### src/rtl/multicycle_controller.sv
// Main control FSM and ALU decoder for the multicycle MIPS datapath.
// Moore outputs decode from state; mem_ready, zero, op and funct gate the handshake, branch and illegal paths.
//   FETCH   | read instruction at PC, PC += 4
//   DECODE  | register read, branch target into ALUOut
//   MEMADR  | effective address for lw/sw
//   MEMRD   | load data read, waits for mem_ready
//   MEMWB   | load data to rt, retire
//   MEMWR   | store strobe held until mem_ready, retire
//   RTYPEEX | R-type ALU operation
//   RTYPEWB | ALU result to rd, retire
//   BEQEX   | compare, conditional PC load, retire
//   ADDIEX  | immediate add
//   ADDIWB  | ALU result to rt, retire
//   JEX     | jump target to PC, retire
module multicycle_controller #(
    parameter bit MEM_HANDSHAKE = 1'b1,
    parameter int CNT_W         = 32
) (
    input  logic             clk,
    input  logic             reset,
    input  logic [5:0]       op,
    input  logic [5:0]       funct,
    input  logic             zero,
    input  logic             mem_ready,
    output logic             iord,
    output logic             irwrite,
    output logic             memwrite,
    output logic             regwrite,
    output logic             regdst,
    output logic             memtoreg,
    output logic             alusrca,
    output logic [1:0]       alusrcb,
    output logic [1:0]       pcsrc,
    output logic [2:0]       alucontrol,
    output logic             pcen,
    output logic             illegal,
    output logic             retire,
    output logic [CNT_W-1:0] instr_count
);

    typedef enum logic [3:0] {
        S_FETCH, S_DECODE, S_MEMADR, S_MEMRD, S_MEMWB, S_MEMWR,
        S_RTYPEEX, S_RTYPEWB, S_BEQEX, S_ADDIEX, S_ADDIWB, S_JEX
    } state_t;

    localparam logic [5:0] OP_LW   = 6'b100011;
    localparam logic [5:0] OP_SW   = 6'b101011;
    localparam logic [5:0] OP_RTYP = 6'b000000;
    localparam logic [5:0] OP_BEQ  = 6'b000100;
    localparam logic [5:0] OP_ADDI = 6'b001000;
    localparam logic [5:0] OP_J    = 6'b000010;

    state_t             state_q, state_d;
    logic [CNT_W-1:0]   count_q;
    logic               rdy;
    logic [1:0]         aluop;
    logic               funct_ok;
    logic               irw_d, memw_d, regw_d, pcwrite_d, branch_d, illegal_d, retire_d;

    assign rdy = MEM_HANDSHAKE ? mem_ready : 1'b1;

    always_comb begin
        state_d   = state_q;
        iord      = 1'b0;
        irw_d     = 1'b0;
        memw_d    = 1'b0;
        regw_d    = 1'b0;
        regdst    = 1'b0;
        memtoreg  = 1'b0;
        alusrca   = 1'b0;
        alusrcb   = 2'b00;
        pcsrc     = 2'b00;
        aluop     = 2'b00;
        pcwrite_d = 1'b0;
        branch_d  = 1'b0;
        illegal_d = 1'b0;
        retire_d  = 1'b0;
        case (state_q)
            S_FETCH: begin
                alusrcb   = 2'b01;
                irw_d     = rdy;
                pcwrite_d = rdy;
                if (rdy) state_d = S_DECODE;
            end
            S_DECODE: begin
                alusrcb = 2'b11;
                case (op)
                    OP_LW, OP_SW: state_d = S_MEMADR;
                    OP_RTYP:      state_d = S_RTYPEEX;
                    OP_BEQ:       state_d = S_BEQEX;
                    OP_ADDI:      state_d = S_ADDIEX;
                    OP_J:         state_d = S_JEX;
                    default: begin
                        illegal_d = 1'b1;
                        state_d   = S_FETCH;
                    end
                endcase
            end
            S_MEMADR: begin
                alusrca = 1'b1;
                alusrcb = 2'b10;
                state_d = (op == OP_SW) ? S_MEMWR : S_MEMRD;
            end
            S_MEMRD: begin
                iord = 1'b1;
                if (rdy) state_d = S_MEMWB;
            end
            S_MEMWB: begin
                memtoreg = 1'b1;
                regw_d   = 1'b1;
                retire_d = 1'b1;
                state_d  = S_FETCH;
            end
            S_MEMWR: begin
                iord   = 1'b1;
                memw_d = 1'b1;
                if (rdy) begin
                    retire_d = 1'b1;
                    state_d  = S_FETCH;
                end
            end
            S_RTYPEEX: begin
                alusrca = 1'b1;
                aluop   = 2'b10;
                if (funct_ok) begin
                    state_d = S_RTYPEWB;
                end else begin
                    illegal_d = 1'b1;
                    state_d   = S_FETCH;
                end
            end
            S_RTYPEWB: begin
                regdst   = 1'b1;
                regw_d   = 1'b1;
                retire_d = 1'b1;
                state_d  = S_FETCH;
            end
            S_BEQEX: begin
                alusrca  = 1'b1;
                aluop    = 2'b01;
                pcsrc    = 2'b01;
                branch_d = 1'b1;
                retire_d = 1'b1;
                state_d  = S_FETCH;
            end
            S_ADDIEX: begin
                alusrca = 1'b1;
                alusrcb = 2'b10;
                state_d = S_ADDIWB;
            end
            S_ADDIWB: begin
                regw_d   = 1'b1;
                retire_d = 1'b1;
                state_d  = S_FETCH;
            end
            S_JEX: begin
                pcsrc     = 2'b10;
                pcwrite_d = 1'b1;
                retire_d  = 1'b1;
                state_d   = S_FETCH;
            end
            default: state_d = S_FETCH;
        endcase
    end

    // funct legality is decoded independently of aluop so the FSM can consult it without a loop
    always_comb begin
        funct_ok   = 1'b1;
        alucontrol = 3'b010;
        case (funct)
            6'b100000: alucontrol = 3'b010;
            6'b100010: alucontrol = 3'b110;
            6'b100100: alucontrol = 3'b000;
            6'b100101: alucontrol = 3'b001;
            6'b101010: alucontrol = 3'b111;
            default:   funct_ok   = 1'b0;
        endcase
        if (aluop == 2'b00)      alucontrol = 3'b010;
        else if (aluop == 2'b01) alucontrol = 3'b110;
        else if (aluop == 2'b11) alucontrol = 3'b010;
    end

    // Strobes are gated by reset so they drop the instant reset falls, not at the next edge.
    assign irwrite     = reset & irw_d;
    assign memwrite    = reset & memw_d;
    assign regwrite    = reset & regw_d;
    assign illegal     = reset & illegal_d;
    assign retire      = reset & retire_d;
    assign pcen        = reset & (pcwrite_d | (branch_d & zero));
    assign instr_count = count_q;

    always_ff @(posedge clk or negedge reset) begin
        if (!reset) begin
            state_q <= S_FETCH;
            count_q <= '0;
        end else begin
            state_q <= state_d;
            if (retire) count_q <= count_q + CNT_W'(1);
        end
    end

endmodule

### config.mk
export PLATFORM = sky130hd
export DESIGN_NAME = multicycle_controller
export DESIGN_NICKNAME = d
export VERILOG_FILES = /design/src/rtl/multicycle_controller.sv
export SDC_FILE = /design/constraint.sdc
export NUM_CORES = 1
export LEC_CHECK = 0
export CAP_MARGIN = 10
export CORE_MARGIN = 10
export CORE_UTILIZATION = 29
export DETAILED_ROUTE_END_ITERATION = 10
export HOLD_SLACK_MARGIN = 0.06
export SKIP_CTS_REPAIR_TIMING = 1
export SLEW_MARGIN = 10
export SYNTH_ARGS = -nofsm -noshare
export SYNTH_HDL_FRONTEND = slang
export SYNTH_SLANG_ARGS = --single-unit
### constraint.sdc
create_clock -name clk -period 4.55 [get_ports clk]
set_input_delay 0.91 -clock clk [delete_from_list [all_inputs] [get_ports clk]]
set_output_delay 0.91 -clock clk [all_outputs]
set_load 0.03 [all_outputs]
Word-level counts from Yosys, hierarchy flattened
Cells that the tools add are included.
{"block": "word_totals", "in_bits": 16, "regBits": 36}
{"block": "classes", "n_eq_ne": 26, "n_bitwise": 8, "muxes": 29, "add_sub_neg": 1, "n_reduce_logical": 12}
{"op": "6-bit equality test (second input constant)", "count": 7}
{"op": "32-bit by 1-bit adder with 32-bit output (second input constant)", "count": 1}
{"op": "4-bit one-hot mux with 7 select lines", "count": 1}
{"op": "4-bit one-hot mux with 5 select lines", "count": 1}
{"op": "4-bit by 3-bit equality test with 1-bit output (second input constant)", "count": 4}
{"op": "4-bit equality test (second input constant)", "count": 4}
{"op": "3-bit 2-to-1 mux", "count": 5}
{"op": "1-bit 2-to-1 mux", "count": 12}
{"op": "4-bit 2-to-1 mux", "count": 3}
{"op": "3-bit one-hot mux with 4 select lines", "count": 1}
{"op": "5-bit OR reduction", "count": 2}
{"op": "4-bit by 2-bit equality test with 1-bit output (second input constant)", "count": 2}
{"op": "2-bit one-hot mux with 2 select lines", "count": 2}
{"op": "1-bit bitwise AND", "count": 7}
{"op": "6-bit by 2-bit equality test with 1-bit output (second input constant)", "count": 1}
{"op": "6-bit by 3-bit equality test with 1-bit output (second input constant)", "count": 1}
{"op": "6-bit by 4-bit equality test with 1-bit output (second input constant)", "count": 1}
{"op": "6-bit logical NOT", "count": 1}
{"op": "2-bit != test (second input constant)", "count": 3}
{"op": "1-bit one-hot mux with 2 select lines", "count": 3}
{"op": "2-bit one-hot mux with 3 select lines", "count": 1}
{"op": "2-bit OR reduction", "count": 3}
{"op": "6-bit OR reduction", "count": 1}
{"op": "4-bit by 1-bit equality test with 1-bit output (second input constant)", "count": 1}
{"op": "other kinds (8)", "count": 8}

Logic depth before layout (Yosys ltp)
{"block": "depth", "depth_word": 6, "mapped_depth": 7}

Least setup slack after synthesis
No wires, ideal clock.
{"block": "synth_path", "path_type": "input to output", "startpoint": "in op[5]", "endpoint": "out illegal", "n_path_buf": 0, "path_stages": 4, "setup_slack_ns": 1.625, "arrival_ns": 2.015, "required_time_ns": 3.640, "cell_sequence": "and3_1 -> o21ai_0 -> nand4_1 -> o21ai_0"}
{"block": "synth_via", "elab_chain_len": 5}
{"element": "start: declaration", "line_no": "21", "rtl": "input logic [5:0] op,"}
{"element": "6-bit equality test (tied with other cells)", "line_no": "87", "rtl": "case (op)"}
{"element": "6-bit OR reduction (no line) (*)"}
{"element": "1-bit 2-to-1 mux (*)", "line_no": "87"}
{"element": "1-bit one-hot mux with 2 select lines (*)", "line_no": "78", "rtl": "case (state_q)"}
{"element": "1-bit bitwise AND (*)", "line_no": "187", "rtl": "assign illegal = reset & illegal_d;"}
{"element": "end: declaration", "line_no": "36", "rtl": "output logic illegal,"}
Every way passes the cells marked *; elsewhere a longest branch is shown, timed or not.

Worst setup path in the final report
{"block": "layout_path", "startpoint": "in mem_ready", "endpoint": "out retire"}
{"block": "layout_via", "elab_chain_len": 3}
{"element": "start: declaration", "line_no": "24", "rtl": "input logic mem_ready,"}
{"element": "1-bit 2-to-1 mux", "line_no": "117", "rtl": "if (rdy) begin"}
{"element": "1-bit one-hot mux with 2 select lines", "line_no": "78"}
{"element": "1-bit bitwise AND", "line_no": "188", "rtl": "assign retire = reset & retire_d;"}
{"element": "end: declaration", "line_no": "37", "rtl": "output logic retire,"}
Every way passes these cells.

==> out/qor.csv <==
stage,metric,value,unit
run_status,status,completed,
yosys,synth_nets,245,
die,design.die.area,11000,um^2
place,dp_hpwl,4340,um
place,port_buffers,64,
global_routing,antenna_found_initial,0,
yosys,yosysUniqueCellTypes,40,
drt,ant_nets,0,
clocking,cts_buffers,5,
power_and_ir_drop,powerDensity,325,nW/um^2
cells_and_area,final_nets,307,
timing,rsz0062_at_grt,false,
yosys,netlist_area,2100,um^2
global_routing,gr-total-overflow,0,
timing,max_freq,0.258,GHz
critical_path,r2r_slack,1.89,ns
cells_and_area,final_area,2900,um^2
critical_path,r2r_cells,5,
cells_and_area,n_antenna_cell,0,
timing,fin_skew,0.00227,ns
drt,drtIter0Drc,159,
critical_path,path_max_fanout,7,
timing,hold_slack,0.484,ns
die,initial_utilization,30.4,%
die,die_h,105,um
critical_path,r2r_start,state_q[1],
drt,dr.pass1.iters,5,
yosys,yosysWarnings,0,
die,coreArea,6910,um^2
critical_path,reg2reg_to,instr_count[28],
timing,hold_violations,0,
global_routing,grt_pass1_wl,9460,um
critical_path,cp.arrival,2.97,ns
drt,wl,5730,um
place,placed_area,2810,um^2
timing,finalSetupViolCount,0,
clocking,cts.sinks,36,
yosys,synth_area_per_cell,9.20,um^2
cells_and_area,final_core_util,42.0,%
die,ios,65,
critical_path,cp-start-kind,primary input,
cells_and_area,flow.area_growth_from_synthesis,38.3,%
global_routing,grt_max_degree,31,
drt,avgViaCountPerCell,4.73,
critical_path,crit_required,3.64,ns
drt,wl_met3,373,um
drt,vias,1832,
drt,wl_per_cell,14.8,um
drt,maxUsedRoutingLayer,met4,
hold_path,hold_path.class,flop to flop,
critical_path,crit_path_end,retire,
clocking,clock_latency,0.28,ns
global_routing,grt_usage,10.2,%
clocking,clkTransAtPathRegs,0.07,ns
yosys,ys_ff_latch,36,
timing,final.period_utilization,85.2,%
cells_and_area,drive_above_1_share,5.50,%
drt,drc,0,
die,rows,30,
yosys,synth_cells,228,
critical_path,end_kind,primary output,
clocking,cts_tree,built,
timing,tns,0,ns
global_routing,grt_pass1_vias,1814,
die,die_x,105,um
clocking,clk_path_buf_depth,2,
clocking,cts_max_level,2,
critical_path,critical_path_class,primary input to primary output,
run,max_cap_viol_count,0,
power_and_ir_drop,vdd_drop_max,251,uV
drt,wl_met2,2660,um
place,gp_congestion,0.866,
power_and_ir_drop,leakage,1.25,nW
timing,period_needed,3.88,ns
clocking,clockRootBuffer,clkbuf_8,
drt,wl_met1,2650,um
timing,worst_pin_slew,0.748,ns
critical_path,cp-startpoint,mem_ready,
yosys,ys_seq_area_share,42.9,%
timing,final_max_slew_viol_count,0,
timing,slew_headroom,50.0,%
[kinds of logic (layout without fill, tap and decap cells)]
family                   Yosys count  count (layout)  synth area share [%]
multiplexers                       2               2                  1.01
flip-flops                        36              36                  42.9
buffers and inverters             22              85                  4.53
AND/OR/NAND/NOR                  106             106                  28.8
AO/OA/AOI/OAI                     27              27                  7.93
adder cells (fa/ha/maj)            1               1                 0.596
XOR/XNOR                          34              34                  14.2
[registers in the layout (all words and copies together) (netlist names)]
signal and cells:
state_q 4, instr_count 32
[worst max-delay path, stage by stage]
cell	delay [ns]
clkdlybuf4s50_1	0.59
nand2_1	0.08
a21oi_1	0.30
and2_1	0.34
clkdlybuf4s50_1	0.73
[per-layer routing]
layer	vias to the layer above	global-route usage, %
met5	-	0
met1	847	12.8
li1	930	-
met4	0	3.14
met3	5	3.50
met2	50	16.0
[cell usage after synthesis]
library cell,instances,area share (%)
o21ai_0,9,2.1
mux2_2,1,0.54
nand4_1,10,3.0
o21a_1,3,1.1
buf_6,1,0.54
inv_1,12,2.1
o211ai_1,2,0.72
nand2b_1,2,0.60
a31oi_1,2,0.60
o311ai_0,1,0.42
a31o_2,1,0.42
nor3_1,19,4.5
buf_1,1,0.18
nand4b_1,1,0.42
a21oi_1,6,1.4
ha_1,1,0.60
nand3_1,11,2.6
or4b_2,1,0.48
xor2_1,21,8.8
and4_1,3,1.3
nand2_1,15,2.7
xnor2_1,13,5.4
and4_4,1,0.54
or3b_2,1,0.42
buf_2,4,0.95
or3_1,3,0.89
nor4_4,2,2.0
and3_1,4,1.2
nor3b_1,2,0.72
nor2b_1,5,1.5
nor4_1,7,2.1
a21o_1,1,0.36
nand2_4,1,0.54
dfrtp_1,36,43
o2111ai_1,1,0.42
o21bai_1,1,0.36
clkbuf_1,4,0.72
nor2_1,17,3.0
and2_1,1,0.30
mux2i_1,1,0.48
[cell usage in the layout (no fill, tap or decap), types with 2 or more instances in the layout]
| cell | n |
|---|---|
| xor2_1 | 21 |
| clkbuf_8 | 6 |
| nor3_1 | 19 |
| nor2b_1 | 5 |
| and3_1 | 4 |
| and4_1 | 3 |
| nand3_1 | 11 |
| o21a_1 | 3 |
| clkdlybuf4s50_1 | 63 |
| nor3b_1 | 2 |
| o21ai_0 | 9 |
| inv_1 | 12 |
| dfrtp_1 | 36 |
| clkbuf_1 | 2 |
| a21oi_1 | 6 |
| nor4_4 | 2 |
| nand2b_1 | 2 |
| nor4_1 | 7 |
| xnor2_1 | 13 |
| nand2_1 | 15 |
| or3_1 | 3 |
| nor2_1 | 17 |
| nand4_1 | 10 |
| o211ai_1 | 2 |
| a31oi_1 | 2 |
[worst min-delay path by stage]
stage / from / end / slack (ns) / depth (start not counted)
6_report: instr_count[21] / instr_count[21] / 0.48 / 1
5_1_grt: reset / instr_count[16] / 0.50 / 1
4_1_cts: instr_count[21] / instr_count[21] / 0.49 / 1
3_5_place_dp: instr_count[21] / instr_count[21] / 0.47 / 1
3_3_place_gp: instr_count[21] / instr_count[21] / 0.48 / 1
2_1_floorplan: reset / instr_count[0] / 0.61 / 0
[area by class of cell]
class / count / area (um^2)
Fill cell: 704 / 4010
Tap cell: 96 / 120
Inverter: 12 / 45.0
Clock buffer: 8 / 90.1
Multi-Input combinational cell: 170 / 1100
Sequential cell: 36 / 901
Timing Repair Buffer: 65 / 643
[stage by stage]
step                      total power [W]  worst slack (ns)  std cells
after floorplan                  0.000580              1.63        228
after global placement           0.000718             0.743        379
after detailed placement         0.000716             0.708        379
after CTS                        0.000954             0.682        387
after global routing              0.00100             0.556        387
final                            0.000943             0.675        387
[report_power, final]
part           leakage, nW  total [W]  internal [W]  switching [W]
combinational        0.738   0.000316      0.000132       0.000183
clock               0.0455   0.000236      0.000124       0.000112
sequential           0.461   0.000391      0.000340      0.0000512
total                 1.25   0.000943      0.000596       0.000347
(Power assumes the default switching activity.)
==> edit 1, RTL diff (same flow settings) <==
Set the parameter `CNT_W` to 48 (it was 32).
--- a/src/rtl/multicycle_controller.sv
+++ b/src/rtl/multicycle_controller.sv
@@ -14,7 +14,7 @@
 //   JEX     | jump target to PC, retire
 module multicycle_controller #(
     parameter bit MEM_HANDSHAKE = 1'b1,
-    parameter int CNT_W         = 32
+    parameter int CNT_W         = 48
 ) (
     input  logic             clk,
     input  logic             reset,
Interface: changed (resized instr_count); port bits go from 65 to 81. The function was not compared with the original's and may differ.
==> edit 1 against the unedited design <==
- routed wire length up 34%
- worst hold slack gained 0.0013 ns
- area after synthesis up 34%
- non-clock buffer count is 19 higher
- design area increased by 33%
- setup slack worse by 0.065 ns
- power grew 42%
- sequential cell count rose by 16
- highest routed layer unchanged
==> edit 1: results (changes against the unedited design) <==
[worst_hold_path]
worstHoldEndpoint=instr_count[47]$_DFFE_PN0P_
whs_path_depth=1  ; unchanged
hold_start=instr_count[47]$_DFFE_PN0P_

[placed_design]
place_congestion=0.7746  ; -11%
dp_hpwl_um=5722  ; +32%
io_buffer_count=80  ; +25%
dp.cells=492  ; +30%

[critical_path]
max_stage_delay_ns=0.59  ; -0.14 ns
slowest_stage=clkdlybuf4s50_1
reg2reg_from=state_q[1]$_DFFE_PN0P_
r2r_cells=5  ; unchanged
reg2reg_to=instr_count[36]$_DFFE_PN0P_
arrival_ns=3.03  ; +0.06 ns
rrSetupSlack_ns=2.13  ; +0.24 ns
crit_fanout=4  ; -3

[grt]
grt_pass1_wl_um=12900  ; +36%
grt_start_max_net_pins=56  ; +81%
grt_pass1_vias=2503  ; +38%
grt_use_total_pct=10.79  ; +0.61 points

[sta]
tightest_slew_ns=0.9451  ; +0.1973 ns
holdWs_ns=0.4850  ; +0.001346 ns
fin_skew_ns=0.007742  ; +0.005474 ns

[power]
p_leak_nw=1.553  ; +25%
swShare_pct=38.56  ; +1.8 points
vdd_drop_max_mv=0.1784  ; -29%

[synth]
synthCells=288  ; +26%
ys_top_cells_by_area=dfrtp_1 46%, xnor2_1 12%, nand3_1 4.4%, xor2_1 3.7%, nand4_1 3.3%
synthAdderAreaFrac_pct=0.4442  ; -0.15 points
synth.area.mux_share_pct=1.555  ; +0.54 points
seq_area_frac_synth_pct=46.20  ; +3.3 points
synthesis.nets=305  ; +24%
synth_xor_area_share_pct=15.55  ; +1.4 points
synth_top_cells_by_count=52 x dfrtp_1, 38 x xnor2_1, 25 x nand3_1
synth_compound_area_share_pct=6.353  ; -1.6 points
synth.distinct_cells=49  ; +23%

[drt]
routed_wl_um=7647  ; +34%
routed_via_density=4.870  ; +2.9%
drtPass1Iterations=4  ; -1
num_vias=2435  ; +33%
first_iter_violations=88  ; -45%

[cells_and_area]
largest_register_ffs=48  ; +50%
n_fill_cell=930  ; +32%
nNetsFinal=387  ; +26%
insertedDiodeCount=0  ; unchanged
drive_gt1_share_pct=6.469  ; +0.97 points

[cts]
cts.clk_slew.worst_paths_ns=0.10  ; +0.03 ns
clock_tree.root_cell=clkbuf_8
clock_latency_ns=0.30  ; +0.02 ns
clock_path_buffers=2  ; unchanged
htree_levels=2  ; unchanged

[outcome]
outcome=finished, final reports clean

[edit 1: changes by cell type after synthesis, sizes merged, moves of 5 or more]
cell	unedited run	this run
and3	4	12
dfrtp	36	52
inv	12	6
nand3	11	25
nand4	10	15
nor2	17	22
xnor2	13	38
xor2	21	12
[edit 1: area by class of cell]
class | instances | share of cell area, %
timing repair buffer | 84 | 21.43
inverter | 6 | 0.5844
clock buffer | 6 | 2.143
clock inverter | 2 | 0.3896
sequential | 52 | 33.77
tap | 129 | 4.188
multi-input combinational | 221 | 37.50
[edit 1: worst max path at each step]
| stage | from | to | slack (ns) | cells after the start |
|---|---|---|---|---|
| finish | funct[2] | illegal | 0.61 | 7 |
| global route | funct[2] | illegal | 0.47 | 7 |
| CTS | funct[2] | illegal | 0.60 | 7 |
| detailed placement | funct[2] | illegal | 0.62 | 7 |
| global placement | funct[2] | illegal | 0.62 | 7 |
| floorplan | funct[5] | alucontrol[2] | 1.29 | 3 |
[edit 1: power by group through the flow]
stage          registers, W  clock network (W)  logic [W]
2_1_floorplan      0.000564                  0   0.000322
3_3_place_gp       0.000586                  0   0.000480
3_5_place_dp       0.000586                  0   0.000482
4_1_cts            0.000577           0.000291   0.000485
5_1_grt            0.000589           0.000309   0.000522
6_report           0.000579           0.000280   0.000478
[edit 1: worst max-delay path, delay by kind of cell]
| kind | cells | cell delay (ns) |
|---|---|---|
| and+or+nand+nor | 1 | 0.04 |
| AOI/OAI and AO/OA | 2 | 0.43 |
| buffers and inverters | 3 | 1.30 |
| muxes | 1 | 0.35 |
[edit 1: cells by family after synthesis]
family,count (synthesis)
buf+inv,15
simple gates,140
fa+ha+maj,1
mux,4
flops,52
xor+xnor,50
compound gates,26
[edit 1: metal layers]
layer	GRT usage, %	vias up	share of wire [%]
met2	17.84	37	49
li1	-	1195	-
met3	2.761	4	4.1
met5	0	-	0
met4	2.519	0	0.65
met1	13.72	1199	46
[edit 1: stage by stage]
stage	cell area [µm²]	setup slack, ns
after detailed placement	3756	0.6186
after global placement	3756	0.6229
after CTS	3854	0.5956
after global routing	3854	0.4682
final	3854	0.6098
after floorplan	2816	1.289
==> edit 2, RTL diff (same settings) <==
Without the edit above. Register the output `instr_count` once more; this adds one clock of latency there. The other outputs are not delayed to match.
--- a/src/rtl/multicycle_controller.sv
+++ b/src/rtl/multicycle_controller.sv
@@ -187,7 +187,9 @@
     assign illegal     = reset & illegal_d;
     assign retire      = reset & retire_d;
     assign pcen        = reset & (pcwrite_d | (branch_d & zero));
-    assign instr_count = count_q;
+    always_ff @(posedge clk) begin
+        instr_count <= count_q;
+    end
 
     always_ff @(posedge clk or negedge reset) begin
         if (!reset) begin
Formal check against the unedited RTL: not equivalent (Yosys sat finds a counterexample within 4 cycles, from zero or initial values and one cycle with reset low).
==> edit 2 against the unedited design <==
- design area rose by 31%
- die area rose by 27%
- routed wire length rose by 10%
- sequential cell count rose by 32
- global-route usage fell by 0.96 points
- area after synthesis rose by 34%
- power rose by 74%
- first-iteration DRC count fell by 48%
- setup slack improved by 0.077 ns
- non-clock buffer count rose by 1
- fmax rose by 2.0%
- critical path type unchanged
- largest cell class is now flip-flops and latches
==> edit 2: results (changes against the unedited design) <==
[power]
vdd_drop_max_mv=0.2577  ; +2.7%
internal-power_w=0.001121  ; +88%
p_leak_nw=1.573  ; +26%
combPwrFrac_pct=24.7  ; -8.8 points
power_frac_seq_pct=43.3  ; +1.8 points
clk-power_w=0.000527  ; +120%

[sta]
tightest_slew_ns=0.6986  ; -0.04927 ns
fin_skew_ns=0.01059  ; +0.008318 ns
hold_viol=0  ; unchanged

[die]
coreArea_um2=9371  ; +36%

[critical_path]
arrival_ns=2.89  ; -0.08 ns
crit_fanout=7  ; unchanged
critPathLaunch=mem_ready
slowest_stage=clkdlybuf4s50_1
reg2reg_from=state_q[2]$_DFFE_PN0P_
max_stage_delay_ns=0.75  ; +0.02 ns

[grt]
antenna_found_initial=0  ; unchanged
grtUsageMet2_pct=13.69  ; -2.3 points
grt_start_max_net_pins=29  ; -6.5%
grtUsageMet1_pct=10.08  ; -2.7 points
grt_pass1_wl_um=10520  ; +11%
grt_use_total_pct=9.216  ; -0.96 points
use_met3_pct=6.045  ; +2.5 points
grt_pass1_vias=2163  ; +19%

[synth]
ys_warn_count=0  ; unchanged
seq_area_frac_synth_pct=54.66  ; +12 points
ys_top_cells_by_area=dfrtp_1 32%, dfxtp_1 23%, xor2_1 5.6%, xnor2_1 5.0%, nor2_1 3.1%
synthesis.nets=283  ; +16%
synth_top_cells_by_count=36 x dfrtp_1, 32 x dfxtp_1, 23 x nor2_1
postSynth.asyncResetShare_pct=52.94  ; -47 points
synth.distinct_cells=49  ; +23%

[cts]
cts_buffers=9  ; +4
clock_path_buffers=2  ; unchanged
htree_levels=3  ; +1
clock_latency_ns=0.35  ; +0.07 ns
cts.clk_slew.worst_paths_ns=0.07  ; about the same

[placed_design]
place_ws_ns=0.7252  ; +0.01741 ns
place_congestion=0.7540  ; -13%
dp_hpwl_um=4601  ; +6.1%
placed_cell_area_um2=3581  ; +27%

[drt]
dr_wl_met3_um=701  ; +88%
num_vias=2145  ; +17%
first_iter_violations=82  ; -48%
drt-met1-wl_um=2824  ; +6.5%
wire_per_inst_um=13.56  ; -8.4%
wl_met2_um=2670  ; +0.49%
highest_layer=met4
drtPass1Iterations=4  ; -1

[cells_and_area]
drive_gt1_share_pct=11.28  ; +5.8 points
n_fill_cell=956  ; +36%
insertedDiodeCount=0  ; unchanged
top_regs=count_q: 32 flops, instr_count: 32 flops, state_q: 4 flops
nNetsFinal=349  ; +14%

[worst_hold_path]
hold_class=reg2reg
hold_start=count_q[31]$_DFFE_PN0P_

[outcome]
outcome=finished, final reports clean

## edit 2: layout make-up
cell class | instances | area share (%)
Clock buffer | 11 | 3.466
Tap cell | 129 | 4.259
Sequential cell | 68 | 40.67
Multi-Input combinational cell | 179 | 31.59
Timing Repair Buffer | 66 | 17.17
Inverter | 8 | 0.7923
Clock inverter | 5 | 2.047
## edit 2: per-stage QoR
| stage | utilization, % | instances |
|---|---|---|
| floorplan | - | 266 |
| global route | 40.44 | 466 |
| global placement | 38.21 | 450 |
| detailed placement | 38.21 | 450 |
| finish | 40.44 | 466 |
| CTS | 40.44 | 466 |
## edit 2: worst paths after layout
| kind | end | slack (ns) | cells past startpoint |
|---|---|---|---|
| worst max-delay path | retire | 0.75 | 5 |
| worst min-delay path | instr_count[31]$_DFF_P_ | 0.40 | 0 |
| worst max register to register | count_q[15]$_DFFE_PN0P_ | 2.33 | 5 |
| worst min register to register | instr_count[31]$_DFF_P_ | 0.40 | 0 |
| max in group asynchronous | count_q[30]$_DFFE_PN0P_ | 3.39 | 2 |
| min in group asynchronous | count_q[0]$_DFFE_PN0P_ | 0.47 | 1 |
## edit 2: logic make-up (layout without fill, tap and decap cells)
logic type               after synthesis  count (layout)  share of synthesized area [%]
XOR/XNOR                              34              34                          10.56
adder cells (fa/ha/maj)                1               1                         0.4436
AND/OR/NAND/NOR                      113             113                          23.51
AO/OA/AOI/OAI                         27              27                          6.434
flip-flops                            68              68                          54.66
buffers and inverters                 19              90                          2.884
multiplexers                           4               4                          1.508
## edit 2: worst max-delay path, delay by kind of cell
| family | cells | cell delay [ns] |
|---|---|---|
| AND/OR/NAND/NOR | 2 | 0.52 |
| AO/OA/AOI/OAI | 1 | 0.13 |
| buffers and inverters | 2 | 1.32 |
